File: src/rtl/video_tpg.sv
// video_tpg: AXI4-Stream test pattern source for the HDMI path.
// Emits raster-ordered active pixels (no blanking), 24-bit {B,G,R}, with
// tuser marking pixel (0,0). The output register always holds the pixel at
// (r_x, r_y); the next pixel is computed ahead and loaded on acceptance, so
// back-to-back transfers run at one pixel per clock with no bubbles.
module video_tpg #(
    parameter int H_ACTIVE        = 1920,
    parameter int V_ACTIVE        = 1080,
    parameter int CHECKER_SHIFT   = 5,
    parameter int FRAME_CNT_WIDTH = 16
) (
    input  logic                       clk_i,
    input  logic                       rst_n_i,
    input  logic                       enable_i,
    input  logic [1:0]                 pattern_i,
    input  logic [23:0]                solid_color_i,
    output logic                       out_axis_tvalid_o,
    input  logic                       out_axis_tready_i,
    output logic [23:0]                out_axis_tdata_o,
    output logic                       out_axis_tuser_o,
    output logic                       frame_done_o,
    output logic [FRAME_CNT_WIDTH-1:0] frame_cnt_o
);

    localparam int XW    = $clog2(H_ACTIVE);
    localparam int YW    = $clog2(V_ACTIVE);
    localparam int BAR_W = H_ACTIVE / 8;

    localparam logic [XW-1:0] X_LAST     = XW'(H_ACTIVE - 1);
    localparam logic [YW-1:0] Y_LAST     = YW'(V_ACTIVE - 1);
    localparam logic [XW-1:0] BAR_RELOAD = XW'(BAR_W - 1);

    typedef enum logic {
        ST_IDLE = 1'b0,
        ST_RUN  = 1'b1
    } state_t;

    state_t                     r_state;
    logic [XW-1:0]              r_x;
    logic [YW-1:0]              r_y;
    logic [2:0]                 r_bar_idx;
    logic [XW-1:0]              r_bar_rem;
    logic [1:0]                 r_pattern;
    logic [23:0]                r_solid;
    logic                       r_tvalid;
    logic [23:0]                r_tdata;
    logic                       r_tuser;
    logic                       r_frame_done;
    logic [FRAME_CNT_WIDTH-1:0] r_frame_cnt;

    logic          w_accept;
    logic          w_x_last;
    logic          w_y_last;
    logic          w_frame_last;
    logic          w_frame_end;
    logic          w_start;
    logic          w_stop;
    logic          w_advance;
    logic [XW-1:0] w_nx;
    logic [YW-1:0] w_ny;
    logic [2:0]    w_nbar_idx;
    logic [XW-1:0] w_nbar_rem;
    logic [23:0]   w_start_color;
    logic [23:0]   w_next_color;

    // Full-scale bar colours, left to right: W Y C G M R B K.
    function automatic logic [23:0] bar_color(input logic [2:0] idx);
        logic [23:0] c;
        case (idx)
            3'd0:    c = 24'hFFFFFF;
            3'd1:    c = 24'h00FFFF;
            3'd2:    c = 24'hFFFF00;
            3'd3:    c = 24'h00FF00;
            3'd4:    c = 24'hFF00FF;
            3'd5:    c = 24'h0000FF;
            3'd6:    c = 24'hFF0000;
            default: c = 24'h000000;
        endcase
        return c;
    endfunction

    // Colour of one pixel given the frame's pattern selection and position.
    function automatic logic [23:0] pixel_color(
        input logic [1:0]    pat,
        input logic [23:0]   solid,
        input logic [2:0]    bar,
        input logic [XW-1:0] x,
        input logic [YW-1:0] y
    );
        logic [7:0]  grey;
        logic        odd_sq;
        logic [23:0] c;
        grey   = 8'(x);
        // Zero-extend before shifting so small frames still have the bit.
        odd_sq = 1'((32'(x) >> CHECKER_SHIFT) ^ (32'(y) >> CHECKER_SHIFT));
        case (pat)
            2'd0:    c = bar_color(bar);
            2'd1:    c = {grey, grey, grey};
            2'd2:    c = odd_sq ? 24'h000000 : 24'hFFFFFF;
            default: c = solid;
        endcase
        return c;
    endfunction

    // Position, bar tracker and colour of the pixel that follows the current one.
    always_comb begin
        w_accept     = r_tvalid & out_axis_tready_i;
        w_x_last     = (r_x == X_LAST);
        w_y_last     = (r_y == Y_LAST);
        w_frame_last = w_x_last & w_y_last;

        w_nx = w_x_last ? '0 : r_x + XW'(1);
        w_ny = r_y;
        if (w_x_last) begin
            w_ny = w_y_last ? '0 : r_y + YW'(1);
        end

        // Bar index advances when the width down-counter expires; the
        // last bar never advances so it absorbs any remainder pixels.
        w_nbar_idx = r_bar_idx;
        w_nbar_rem = r_bar_rem;
        if (w_x_last) begin
            w_nbar_idx = 3'd0;
            w_nbar_rem = BAR_RELOAD;
        end else if (r_bar_rem == '0) begin
            if (r_bar_idx != 3'd7) begin
                w_nbar_idx = r_bar_idx + 3'd1;
                w_nbar_rem = BAR_RELOAD;
            end
        end else begin
            w_nbar_rem = r_bar_rem - XW'(1);
        end

        w_frame_end = (r_state == ST_RUN) & w_accept & w_frame_last;
        w_start     = ((r_state == ST_IDLE) & enable_i) | (w_frame_end & enable_i);
        w_stop      = w_frame_end & ~enable_i;
        w_advance   = (r_state == ST_RUN) & w_accept & ~w_frame_last;

        // Pixel (0,0) uses the live pattern inputs since they are latched there.
        w_start_color = pixel_color(pattern_i, solid_color_i, 3'd0, '0, '0);
        w_next_color  = pixel_color(r_pattern, r_solid, w_nbar_idx, w_nx, w_ny);
    end

    // Run/idle control, raster counters and registered stream outputs.
    always_ff @(posedge clk_i or negedge rst_n_i) begin
        if (!rst_n_i) begin
            r_state      <= ST_IDLE;
            r_x          <= '0;
            r_y          <= '0;
            r_bar_idx    <= '0;
            r_bar_rem    <= '0;
            r_pattern    <= '0;
            r_solid      <= '0;
            r_tvalid     <= 1'b0;
            r_tdata      <= '0;
            r_tuser      <= 1'b0;
            r_frame_done <= 1'b0;
            r_frame_cnt  <= '0;
        end else begin
            r_frame_done <= w_frame_end;
            if (w_frame_end) begin
                r_frame_cnt <= r_frame_cnt + FRAME_CNT_WIDTH'(1);
            end

            if (w_start) begin
                r_state   <= ST_RUN;
                r_x       <= '0;
                r_y       <= '0;
                r_bar_idx <= 3'd0;
                r_bar_rem <= BAR_RELOAD;
                r_pattern <= pattern_i;
                r_solid   <= solid_color_i;
                r_tvalid  <= 1'b1;
                r_tdata   <= w_start_color;
                r_tuser   <= 1'b1;
            end else if (w_stop) begin
                r_state   <= ST_IDLE;
                r_x       <= '0;
                r_y       <= '0;
                r_bar_idx <= 3'd0;
                r_bar_rem <= '0;
                r_tvalid  <= 1'b0;
                r_tdata   <= '0;
                r_tuser   <= 1'b0;
            end else if (w_advance) begin
                r_x       <= w_nx;
                r_y       <= w_ny;
                r_bar_idx <= w_nbar_idx;
                r_bar_rem <= w_nbar_rem;
                r_tdata   <= w_next_color;
                r_tuser   <= 1'b0;
            end
        end
    end

    assign out_axis_tvalid_o = r_tvalid;
    assign out_axis_tdata_o  = r_tdata;
    assign out_axis_tuser_o  = r_tuser;
    assign frame_done_o      = r_frame_done;
    assign frame_cnt_o       = r_frame_cnt;

endmodule

File: config.mk
export PLATFORM = sky130hd
export DESIGN_NAME = video_tpg
export DESIGN_NICKNAME = d
export VERILOG_FILES = /design/src/rtl/video_tpg.sv
export SDC_FILE = /design/constraint.sdc
export NUM_CORES = 1
export LEC_CHECK = 0
export ABC_CLOCK_PERIOD_IN_PS = 2300
export BUFFER_PORTS_ARGS = -buffer_cell sky130_fd_sc_hd__buf_2
export CELL_PAD_IN_SITES_DETAIL_PLACEMENT = 0
export CELL_PAD_IN_SITES_GLOBAL_PLACEMENT = 1
export CORE_ASPECT_RATIO = 1.25
export CORE_MARGIN = 2
export CORE_UTILIZATION = 40
export CTS_BUF_LIST = sky130_fd_sc_hd__clkbuf_4 sky130_fd_sc_hd__clkbuf_8 sky130_fd_sc_hd__clkbuf_16
export DETAILED_ROUTE_END_ITERATION = 10
export HOLD_SLACK_MARGIN = 0.1
export PLACE_DENSITY_LB_ADDON = 0.25
export SKIP_CTS_REPAIR_TIMING = 1
export SYNTH_ARGS = -nofsm -noshare
export SYNTH_HDL_FRONTEND = slang
export SYNTH_SLANG_ARGS = --single-unit
File: constraint.sdc
create_clock -name clk_i -period 2.3 [get_ports clk_i]
set_clock_uncertainty 0.1 [all_clocks]
set_input_delay 0.46 -clock clk_i [delete_from_list [all_inputs] [get_ports clk_i]]
set_output_delay 0.46 -clock clk_i [all_outputs]
set_load 0.05 [all_outputs]
==> out/metrics.sh <==
PLACE.DETAILED.HPWL_UM=11590
POST_ROUTE_CELLS_DRIVE_ABOVE_1_SHARE_PCT=38.85
CTS-HTREE-LEVELS=3
SYNTHESIS.YOSYS.WARNINGS=0
CTS_NUM_SINKS=105
POSTSYNTHAREAPERCELL_UM2=9.187
YOSYSTOPAREACELL='dfrtp_1'
MAX_SLEW.WORST_PIN.SLEW_NS=0.7711
FINALINSTANCEAREA_MM2=0.008049
CRITICAL-PATH-SLOWEST-CELL='dfrtp_1'
WORST-SETUP-PATH-TYPE='flop to flop'
ASYNC_FLOP_SHARE_PCT=100.0
LARGEST_NET_DEGREE_AT_THE_START_OF_GLOBAL_ROUTING=43
ANTENNADIODECOUNT=0
MIN-DELAY-PATH-CLASS='input pin to flop'
YS.FLOP_TYPE='dfrtp_1'
CP_NUM_BUF_INV=3
SETUP.WORST_PATH.END_CLASS='flop'
LAYOUT.FILLER_CELLS=1232
NUMBER_OF_MAX_CAP_VIOLATIONS=0
FIN_CRIT_SH_PCT=104.3
TRITONCTS='yes'
EFFECTIVE_UTILIZATION_AT_FLOORPLAN_PCT=40.97
FIRST_GLOBAL_VIAS=5232
HOLD_FAILS_FINAL_RPT=0
ROUTED-VIA-COUNT=5486
CRITICAL_PATH.MAX_STAGE_DELAY_NS=0.39
SYNTH_TOP_AREA_SHARE_PCT=46.43
DESIGN.FINAL.NETS=834
MAXSLEWHEADROOM_PCT=48.59
MOSTFREQUENTLAYOUTCELLS='dfrtp_1, buf_4, buf_2'
DIE_WIDTH_UM=110.4
ANT_NETS=0
OUTCOME='finished with violations'
SYNTH-EDFF-COUNT=0
CRIT_CHAIN='ha_2 -> and4b_1 -> and4b_2 -> buf_6 -> a41oi_4 -> clkbuf_16 -> buf_12 -> mux2_4'
CRIT_PATH_MAX_FANOUT=8
FLOORPLAN.IO_PINS=73
FMAX_MHz=417.0
POWER.DENSITY_CELL_AREA_mW_PER_MM2=695.0
POST-LAYOUT-TOTAL-POWER_mW=5.594
GRT_ANTENNA_BEFORE_REPAIR=0
CLK_PATH_BUF_DEPTH=2
SYN-CELL-AREA_MM2=0.005659
HOLDWS_NS=0.2428
FIRST_PASS_GRT_WIRE_LENGTH_UM=26190
PEAKVDDDROP_mV=0.4697
DETAIL_ROUTE.WIRELENGTH_UM=17480
SYNTH_SEQUENTIAL_AREA_RATIO_PCT=46.43
DETAILED_ROUTER_S_FIRST_ITERATION_VIOLATION_COUNT=321
CP.REQUIRED_NS=2.45
YS_TOP_CELLS_BY_AREA='dfrtp_1, mux2_2, a21oi_1'
ROUTED_VIA_DENSITY=5.609
TIMING.CRITICAL_PATH.MAX_DELAY_FAMILY='buffers and inverters'
FLOW.AREA_GROWTH_FROM_SYNTHESIS_PCT=42.23
FINALMAXSLEWVIOLATIONS=0
RSZ0062_AT_GRT='true'
GROUTE.USAGE.OVERALL_PCT=22.29
YS_FF_LATCH=105
GLOBAL_ROUTE_TOTAL_OVERFLOW=0
RRSETUPSLACK_NS=-0.1
DIE_HEIGHT_UM=137.0
FINAL.MIN_CLOCK_PERIOD_NS=2.398
DP_SLACK_NS=-0.2056
SETUP_SLACK_NS=-0.09830
CORE-AREA_MM2=0.01381
GPL.FINAL_WEIGHTED_CONGESTION=0.8663
SYNTH_CELL_TYPES=59
ROWS=48
PLACED_AREA_MM2=0.007059
WORSTPATHARRIVAL_NS=2.54
CELLLEAKAGEPOWER_nW=3.778
START_KIND='flop'
CTS-BUFFERS-INSERTED=9
SYNTHESIS.INSTANCES=616
PORTBUFFERS=72
DR.PASS1.ITERS=5
MAPPEDNETLISTNETS=652
NUMBER_OF_FAILING_SETUP_ENDPOINTS_IN_THE_FINAL_TIMING_REPORT=46
CTS.REPORTEDPATHS.CLKPINSLEW_NS=0.07
CLKLATENCYLATEPIN_NS=0.36
DRC_ERRORS=0
DESIGN.DIE.AREA_MM2=0.01512
ROUTE.DETAILED.WL_PER_INST_UM=17.87
CLOCK_TREE.ROOT_CELL='clkbuf_16'
VIOLATIONS_IN_THE_FINAL_REPORTS='setup timing'
metrics by stage:
stage / TNS [ns] / util, % / instances
CTS: -6.194 / 53.36 / 955
global placement: -3.471 / 51.11 / 939
floorplan: -0.4375 / - / 616
finish: -2.105 / 58.27 / 978
detailed placement: -5.190 / 51.11 / 939
global route: -5.165 / 58.27 / 978
layout make-up:
| class | count | area, um^2 | area share, % |
|---|---|---|---|
| Sequential cell | 105 | 2630 | 32.68 |
| Timing Repair Buffer | 202 | 1568 | 19.48 |
| Inverter | 5 | 18.77 | 0.2332 |
| Tap cell | 175 | 219.0 | 2.720 |
| Clock inverter | 4 | 51.30 | 0.6373 |
| Clock buffer | 12 | 260.3 | 3.233 |
| Multi-Input combinational cell | 475 | 3302 | 41.02 |
metal layers:
metal,global-route usage [%],routed length [um]
met5,0,0
met4,9.583,454
met3,3.333,812
met2,38.38,9017
met1,27.47,7195
state kept, by name (all words and copies together), names as in the netlist, 2 cells and up:
| name | count |
|---|---|
| r_solid | 24 |
| frame_cnt_o | 16 |
| r_x | 11 |
| r_bar_idx | 3 |
| r_y | 11 |
| r_bar_rem | 11 |
| r_pattern | 2 |
| out_axis_tdata_o | 24 |
Yosys cell counts, types with 2 or more instances:
cell type	n
dfrtp_1	105
nor2_1	71
nand2_1	66
a21oi_1	59
o21ai_0	41
mux2_2	27
clkbuf_1	23
nand3_1	18
xnor2_1	18
nor3_1	17
o22ai_1	14
nand4_1	12
xor2_1	11
and3_1	10
a31oi_1	8
nor2b_1	8
a21o_1	7
nand2b_1	7
buf_2	6
ha_1	6
a31o_2	5
inv_1	5
nor3b_1	5
o31ai_1	5
or3_1	5
a21boi_0	4
a22oi_1	4
and2_1	4
o21a_1	4
a211oi_1	3
nor4_1	3
o41ai_1	3
a2bb2oi_1	2
and4b_1	2
mux2i_1	2
nand4b_1	2
nor4b_1	2
path summary, 6_finish.rpt:
check | endpoint | from | cells past startpoint
worst max register to register | r_solid[2]$_DFFE_PN0N_ | r_y[0]$_DFFE_PN0P_ | 8
worst min register to register | frame_cnt_o[15]$_DFFE_PN0P_ | frame_cnt_o[15]$_DFFE_PN0P_ | 1
worst min-delay path | r_solid[10]$_DFFE_PN0N_ | solid_color_i[10] | 2
max in group asynchronous | r_x[0]$_DFFE_PN0P_ | rst_n_i | 3
min in group asynchronous | r_bar_rem[6]$_DFFE_PN0P_ | rst_n_i | 2
worst max-delay path | r_solid[2]$_DFFE_PN0N_ | r_y[0]$_DFFE_PN0P_ | 8
logic make-up (layout without fill, tap and decap cells):
group           Yosys count  in the layout  share of synthesized area (%)
compound gates          170            170                          18.26
xor+xnor                 29             29                          4.488
fa+ha+maj                 6              6                          1.327
buf+inv                  36            223                          2.609
flops                   105            105                          46.43
mux                      29             29                          5.726
simple gates            241            241                          21.16
report_power, final:
group	total (mW)	switching (mW)	internal [mW]
sequential	2.33	0.217	2.11
clock	1.64	0.719	0.917
combinational	1.63	0.980	0.650
worst register-to-register path: cells and delay by family, from the launching register on:
| kind | cells | cell delay, ns |
|---|---|---|
| AND/OR/NAND/NOR | 2 | 0.45 |
| multiplexers | 1 | 0.29 |
| buffers and inverters | 3 | 0.55 |
| AO/OA/AOI/OAI | 1 | 0.32 |
| flip-flops | 1 | 0.39 |
| adder cells (fa/ha/maj) | 1 | 0.19 |
Note: power is estimated with default switching activity, not from simulation.
